**src/rtl/mm_feeder.sv**
```systemverilog
// mm_feeder: streams operand SRAM slices into the mm act/weight FIFOs, runs the array for K*precision cycles, then waits for mm_done.
// Define FEEDER_TIMEOUT_EN to add the TIMEOUT parameter and a timeout pulse that abandons a stuck DRAIN.
module mm_feeder #(
  parameter int ACT_WIDTH = 16,
  parameter int N = 2,
  parameter int K = 2,
  parameter int W_BITS = 8
`ifdef FEEDER_TIMEOUT_EN
  ,
  parameter int TIMEOUT = 256
`endif
) (
  input  logic                   clk,
  input  logic                   rst,
  input  logic                   start,
  input  logic [3:0]             precision,
  output logic [$clog2(K)-1:0]   act_addr,
  input  logic [N*ACT_WIDTH-1:0] act_rdata,
  output logic [$clog2(K)-1:0]   w_addr,
  input  logic [N*W_BITS-1:0]    w_rdata,
  output logic [N*ACT_WIDTH-1:0] act_din,
  output logic                   wr_en_act,
  output logic [N-1:0]           w_din,
  output logic                   wr_en_w,
  output logic                   active,
  input  logic                   mm_done,
  output logic                   busy,
  output logic                   done,
`ifdef FEEDER_TIMEOUT_EN
  output logic                   timeout,
`endif
  output logic                   err
);
  localparam int AW = $clog2(K);
  localparam int KW = $clog2(K) + 1;
  localparam int RW = $clog2(K * W_BITS) + 1;
  typedef enum logic [2:0] {IDLE, ACT_PF, LOAD_ACT, GAP, LOAD_W, SETTLE, RUN, DRAIN} state_t;
  state_t state, nxt;
  logic [KW-1:0] k;
  logic [3:0] p, prec;
  logic [RW-1:0] rc;
  logic [N-1:0][W_BITS-1:0] shreg;
  logic ok, k_last, p_last, run_end;
  assign ok = precision != 4'd0 && int'(precision) <= W_BITS;
  assign k_last = k == KW'(K - 1);
  assign p_last = p == prec - 4'd1;
  assign run_end = rc == RW'(K * int'(prec) - 1);
  assign busy = state != IDLE;
  always_ff @(posedge clk or negedge rst)
    if (!rst) state <= IDLE;
    else state <= nxt;
`ifdef FEEDER_TIMEOUT_EN
  localparam int TW = $clog2(TIMEOUT) + 1;
  logic [TW-1:0] tc;
  always_ff @(posedge clk or negedge rst)
    if (!rst) tc <= '0;
    else tc <= state == DRAIN ? tc + 1'b1 : '0;
`endif
  // rc counts the two SETTLE cycles, then restarts from 0 to time RUN
  always_ff @(posedge clk or negedge rst) begin
    if (!rst) begin
      k <= '0;
      p <= '0;
      rc <= '0;
      prec <= '0;
      shreg <= '0;
      err <= 1'b0;
    end else begin
      err <= state == IDLE && start && !ok;
      if (state == IDLE && start && ok) prec <= precision;
      k <= (state == LOAD_ACT || (state == LOAD_W && p_last)) ? (k_last ? '0 : k + 1'b1) : state == LOAD_W ? k : '0;
      p <= state == LOAD_W && !p_last ? p + 4'd1 : 4'd0;
      rc <= (state == SETTLE && rc == '0) || (state == RUN && !run_end) ? rc + 1'b1 : '0;
      if (state == LOAD_W)
        for (int r = 0; r < N; r++)
          shreg[r] <= (p == 4'd0 ? w_rdata[r*W_BITS +: W_BITS] : shreg[r]) >> 1;
    end
  end
  // SRAM addresses run one slice ahead so read data lines up with the write cycle
  always_comb begin
    nxt = state;
    act_addr = '0;
    w_addr = '0;
    act_din = '0;
    w_din = '0;
    wr_en_act = 1'b0;
    wr_en_w = 1'b0;
    active = 1'b0;
    done = 1'b0;
`ifdef FEEDER_TIMEOUT_EN
    timeout = 1'b0;
`endif
    case (state)
      IDLE: nxt = start && ok ? ACT_PF : IDLE;
      ACT_PF: nxt = LOAD_ACT;
      LOAD_ACT: begin
        wr_en_act = 1'b1;
        act_din = act_rdata;
        act_addr = k_last ? '0 : AW'(k + 1'b1);
        nxt = k_last ? GAP : LOAD_ACT;
      end
      GAP: nxt = LOAD_W;
      LOAD_W: begin
        wr_en_w = 1'b1;
        for (int r = 0; r < N; r++) w_din[r] = p == 4'd0 ? w_rdata[r*W_BITS] : shreg[r][0];
        w_addr = p_last && !k_last ? AW'(k + 1'b1) : '0;
        nxt = p_last && k_last ? SETTLE : LOAD_W;
      end
      SETTLE: nxt = rc == RW'(1) ? RUN : SETTLE;
      RUN: begin
        active = 1'b1;
        nxt = run_end ? DRAIN : RUN;
      end
      DRAIN: begin
        done = mm_done;
`ifdef FEEDER_TIMEOUT_EN
        timeout = !mm_done && tc == TW'(TIMEOUT - 1);
        nxt = mm_done || timeout ? IDLE : DRAIN;
`else
        nxt = mm_done ? IDLE : DRAIN;
`endif
      end
      default: nxt = IDLE;
    endcase
  end
endmodule

```
**config.mk**
```make
export PLATFORM = sky130hd
export DESIGN_NAME = mm_feeder
export DESIGN_NICKNAME = d
export VERILOG_FILES = /design/src/rtl/mm_feeder.sv
export SDC_FILE = /design/constraint.sdc
export NUM_CORES = 1
export LEC_CHECK = 0
export CAP_MARGIN = 20
export CORE_MARGIN = 3
export CORE_UTILIZATION = 41
export DETAILED_ROUTE_END_ITERATION = 7
export PLACE_DENSITY = 0.8
export SYNTH_ARGS = -nofsm -noshare
export SYNTH_HDL_FRONTEND = slang
export SYNTH_SLANG_ARGS = --single-unit
```
**constraint.sdc**
```tcl
create_clock -name clk -period 3.7 [get_ports clk]
set_input_delay 1.11 -clock clk [delete_from_list [all_inputs] [get_ports clk]]
set_output_delay 1.11 -clock clk [all_outputs]
set_load 0.03 [all_outputs]
```
Word level (Yosys, flattened, before mapping)
Index checks and enable logic that the tools add are counted.
Storage, ports and cells
  flip-flop bits (word level): 33
  input bits: 56
  output and inout bits: 42
  word-level logic and storage cells: 74
Cells by class
  $add $sub $neg: 5
  magnitude comparators: 1
  eq/ne operators: 12
  muxes and demuxes: 26
  reduce and logical (&&, ||, !) cells: 22
Operators by type and width (count)
  two-way mux 32 bit: 1
  one-hot mux 3 bit (8 select lines): 1
  two-way mux 8 bit: 2
  two-way mux 1 bit: 14
  equality test 3 bit, second input constant: 4
  logical AND 1 bit: 11
  two-way mux 2 bit: 5
  equality test 3 x 2 -> 1 bit, second input constant: 2
  adder 5 x 1 -> 5 bit, second input constant: 1
  equality test 5 x 1 -> 1 bit, second input constant: 1
  equality test 5 bit: 1
  logical NOT 5 bit: 1
  two-way mux 5 bit: 1
  subtractor 5 x 1 -> 5 bit, second input constant: 1
  adder 4 x 1 -> 4 bit, second input constant: 1
  equality test 4 bit: 1
  <= comparator 4 bit, second input constant: 1
  logical NOT 1 bit: 4
  logical NOT 4 bit: 1
  two-way mux 4 bit: 1
  nonzero test 4 bit: 1
  subtractor 4 x 1 -> 4 bit, second input constant: 1
  equality test 3 x 1 -> 1 bit, second input constant: 1
  logical NOT 3 bit: 1
  other kinds (6): 7

Depth between registers and ports, before layout
  depth after elaboration: 6
  mapped depth: 6

Worst setup path before layout
OpenSTA, ideal clock, no wires.
  path type: reg-to-output
  from: register prec[0]
  to: output port w_addr
  arrival: 2256 ps
  data required time: 2590 ps
  setup slack: 334 ps
  cell stages (with the launch flop): 7
  cells stage by stage: dfrtp_1 > inv_1 > ha_1 > xor3_1 > nor3_1 > and2_1 > nor3b_1
Between the ends
  cells in the longest elaborated chain, start to end: 5
RTL lines
  from (decl): line 40  | logic [3:0] p, prec;
  from (signal assigned): line 70  | if (state == IDLE && start && ok) prec <= precision;
  subtractor 4 x 1 -> 4 bit: line 46  | assign p_last = p == prec - 4'd1;
  equality test 4 bit: line 46
  logical AND 1 bit: line 106  | w_addr = p_last && !k_last ? AW'(k + 1'b1) : '0;
  two-way mux 1 bit: line 106
  two-way mux 1 bit: line 93  | case (state)
  to (decl): line 19  | output logic [$clog2(K)-1:0] w_addr,
Every way passes these cells.

Worst setup path after layout
  from: input port mm_done
  to: output port done
Between the ends
  cells in the longest elaborated chain, start to end: 1
RTL lines
  from (decl): line 26  | input logic mm_done,
  two-way mux 1 bit: line 93
  to (decl): line 28  | output logic done,
Every way passes these cells.

==> metrics.log <==
INFO  metric status = complete, no violations
INFO  metric hold_violations = 0
INFO  metric drt_wl_total = about 5.5 mm
INFO  metric cts_tree = built
INFO  metric cp-startpoint = mm_done
INFO  metric grt_start_max_net_pins = 38
INFO  metric postCtsSetupRepairBufs = 0
INFO  metric detail_route.vias_per_cell = 4.93
INFO  metric max-cap-violations = 0
INFO  metric cts_buffer_count = 5
INFO  metric placed_cells = about 380
INFO  metric root_cell_of_the_clock_tree = clkbuf_8
INFO  metric avgSynthCellArea = between 9 and 10 µm²
INFO  metric launch_point_of_the_worst_hold_path = shreg[12]
INFO  metric timing_max_transition_violations_final = 0
INFO  metric nets = ~380
INFO  metric dr.pass1.iters = 4
INFO  metric die_h = slightly below 80 µm
INFO  metric hold_path.class = flop to flop
INFO  metric finalCritPeriodShare = 97.2%
INFO  metric antenna-diode-count = 0
INFO  metric wl_per_cell = ~14 µm
INFO  metric cp-end-kind = output port
INFO  metric critPathLaunchType = input pin
INFO  metric dpl.hpwl = roughly 4.4 mm
INFO  metric ant_nets = 0
INFO  metric vdd_ir_drop_max = between 0.3 and 0.4 mV
INFO  metric syn_inst = about 220
INFO  metric ctsResizeCount = 1
INFO  metric clock_sink_count = 33
INFO  metric tightestPinTransition = 0.638 ns
INFO  metric timing.hold.worst_path_depth = 2
INFO  metric number_of_cells_in_the_finished_layout_apart_from_fillers = ~380
INFO  metric crit_type = input pin to output port
INFO  metric post_syn_area = roughly 2100 µm²
INFO  metric critical_path.reg2reg.startpoint = prec[1]
INFO  metric core = between 4000 and 5000 µm²
INFO  metric mostFrequentLayoutCell = clkdlybuf4s50_1
INFO  metric place_congestion = ~0.77
INFO  metric ys_types = 42
INFO  metric slew_headroom = between 50% and 60%
INFO  metric initial_core_util = 43.1%
INFO  metric setup_total_negative_slack = 0 ns
INFO  metric place.port_buffers = 97
INFO  metric vias_in_the_first_global_route = between 2k and 2.5k
INFO  metric mappedNetlistNets = 278
INFO  metric site_rows = 25
INFO  metric timing.final.setup_violations = 0
INFO  metric grt.overflow.total = 0
INFO  metric reg2regPathDepth = 7
INFO  metric r2r_setup_slack = about 1.7 ns
INFO  metric critical_path.reg2reg.endpoint = k[0]
INFO  metric dr_total_vias = ~1.9k
INFO  metric ys_seq_area_share = approximately two fifths
INFO  metric critical_path_peak_fanout = 3
INFO  metric synth_edf_count = 0
INFO  metric drc_violation_count_after_routing = 0
INFO  metric yosys_most_used_dff = dfrtp_1
INFO  metric clkLatencyLatePin = roughly 0.28 ns
INFO  metric h-tree-depth = 2
INFO  metric die-area = between 5000 and 6000 µm²
INFO  metric antenna_found_initial = 0
INFO  metric drive_gt1_share = a little under 9%
INFO  metric cp.arrival = between 2 and 2.5 ns
INFO  metric async_reset_ff_share = between 90% and 100%
INFO  metric combined_global_route_utilization_of_all_metal_layers = approximately a fifth
INFO  metric setup_slack = between 0.1 and 0.15 ns
INFO  metric worst_clock_skew = ~0.0027 ns
INFO  metric place_worst_setup_slack = between 0.1 and 0.15 ns
INFO  metric grt_pass1_wl = approximately 9.4 mm
INFO  metric area_growth = 55.7%
INFO  metric drt_iter0_markers = 100
INFO  metric timing.final.crit_period = between 3 and 4 ns
INFO  metric postCtsHoldBufs = 0
INFO  metric floorplan.die.width = around 77 µm
INFO  metric postSynthRegisterBits = 33
INFO  metric most-common-layout-cells = clkdlybuf4s50_1 (95), and2_1 (36), dfrtp_1 (33), nand2_1 (21), mux2i_1 (14)
INFO  metric clk_path_buf_depth = 2
INFO  metric power_per_cell_area = 693 nW/µm²
INFO  metric rsz0062_at_grt = no
INFO  metric pleak = between 1 and 1.5 nW
INFO  metric worst_setup_hold_path_clk_slew = 0.06 ns
INFO  metric num_ports = 98
INFO  metric timing.critical_path.required = 2.59 ns
INFO  metric min_delay_worst_endpoint = shreg[12]
INFO  metric maximum_frequency_from_static_timing_analysis = approximately 0.28 GHz
INFO  metric synth-warning-count = 0
==> synthesized netlist by cell type, types with 5 or more instances <==
cell type	n	area [µm²]
nand3_1	5	25.0
xnor2_1	8	70.1
dfrtp_1	33	826
nand2_1	21	78.8
ha_1	6	75.1
clkbuf_1	7	26.3
inv_1	9	33.8
nor3_1	8	40.0
a21oi_1	5	25.0
o21ai_0	13	65.1
mux2i_1	14	140
nor2_1	8	30.0
and2_1	36	225
xor2_1	5	43.8
==> kinds of logic (layout without fill, tap and decap cells) <==
group                      after synthesis  after routing  share of synthesized area [%]
AOI/OAI and AO/OA                       29             29                           9.11
xor gates and xnor gates                15             15                           7.83
adders and majority gates                6              6                           3.64
buffers and inverters                   22            123                           4.80
DFF                                     33             33                           40.1
muxes                                   18             18                           8.99
and+or+nand+nor                         93             93                           25.6
==> worst max-delay path: stages <==
cell and delay (ns):
clkdlybuf4s50_1 0.48, and4_1 0.22, clkdlybuf4s50_1 0.68
==> report_power, final <==
part           total, mW  switching, mW  leakage (nW)  internal, mW
registers          0.597          0.106         0.421         0.491
logic               1.35          0.712         0.965         0.640
clock network      0.275          0.127        0.0443         0.147
total               2.22          0.945          1.43          1.28
==> state kept, by name, indices dropped and copies added, names as in the netlist <==
signal	flops
shreg	14
rc	5
k	2
err	1
prec	4
state	3
p	4
==> layer usage <==
metal	part of all wire, %	vias up	GRT usage [%]
li1	-	934	-
met5	0	-	0
met1	37	881	20.9
met3	9.0	11	7.98
met4	2.1	0	7.61
met2	52	69	35.8
==> worst max path at each step <==
stage | slack, ns | endpoint
after global routing | 0.03 | w_addr
after global placement | 0.12 | done
after detailed placement | 0.11 | done
after floorplan | 0.33 | w_addr
final | 0.11 | done
after CTS | 0.1 | done
==> final cells by class <==
class                      count  area, µm²
fill                         399       1580
multi-input combinational    161       1140
timing repair buffer         107       1040
sequential                    33        826
clock buffer                   7       86.3
tap                           67       83.8
inverter                       9       33.8
==> through the flow <==
stage | cell area (µm²) | hold WS (ns) | util (%) | power [mW]
global route | 3210 | 0.522 | 67.0 | 2.40
CTS | 3210 | 0.486 | 67.0 | 2.24
global placement | 3120 | 0.462 | 65.3 | 1.92
detailed placement | 3120 | 0.470 | 65.3 | 1.96
finish | 3210 | 0.483 | 67.0 | 2.22
floorplan | 2060 | 0.449 | - | 1.49
Power figures use the tool's default switching activity.
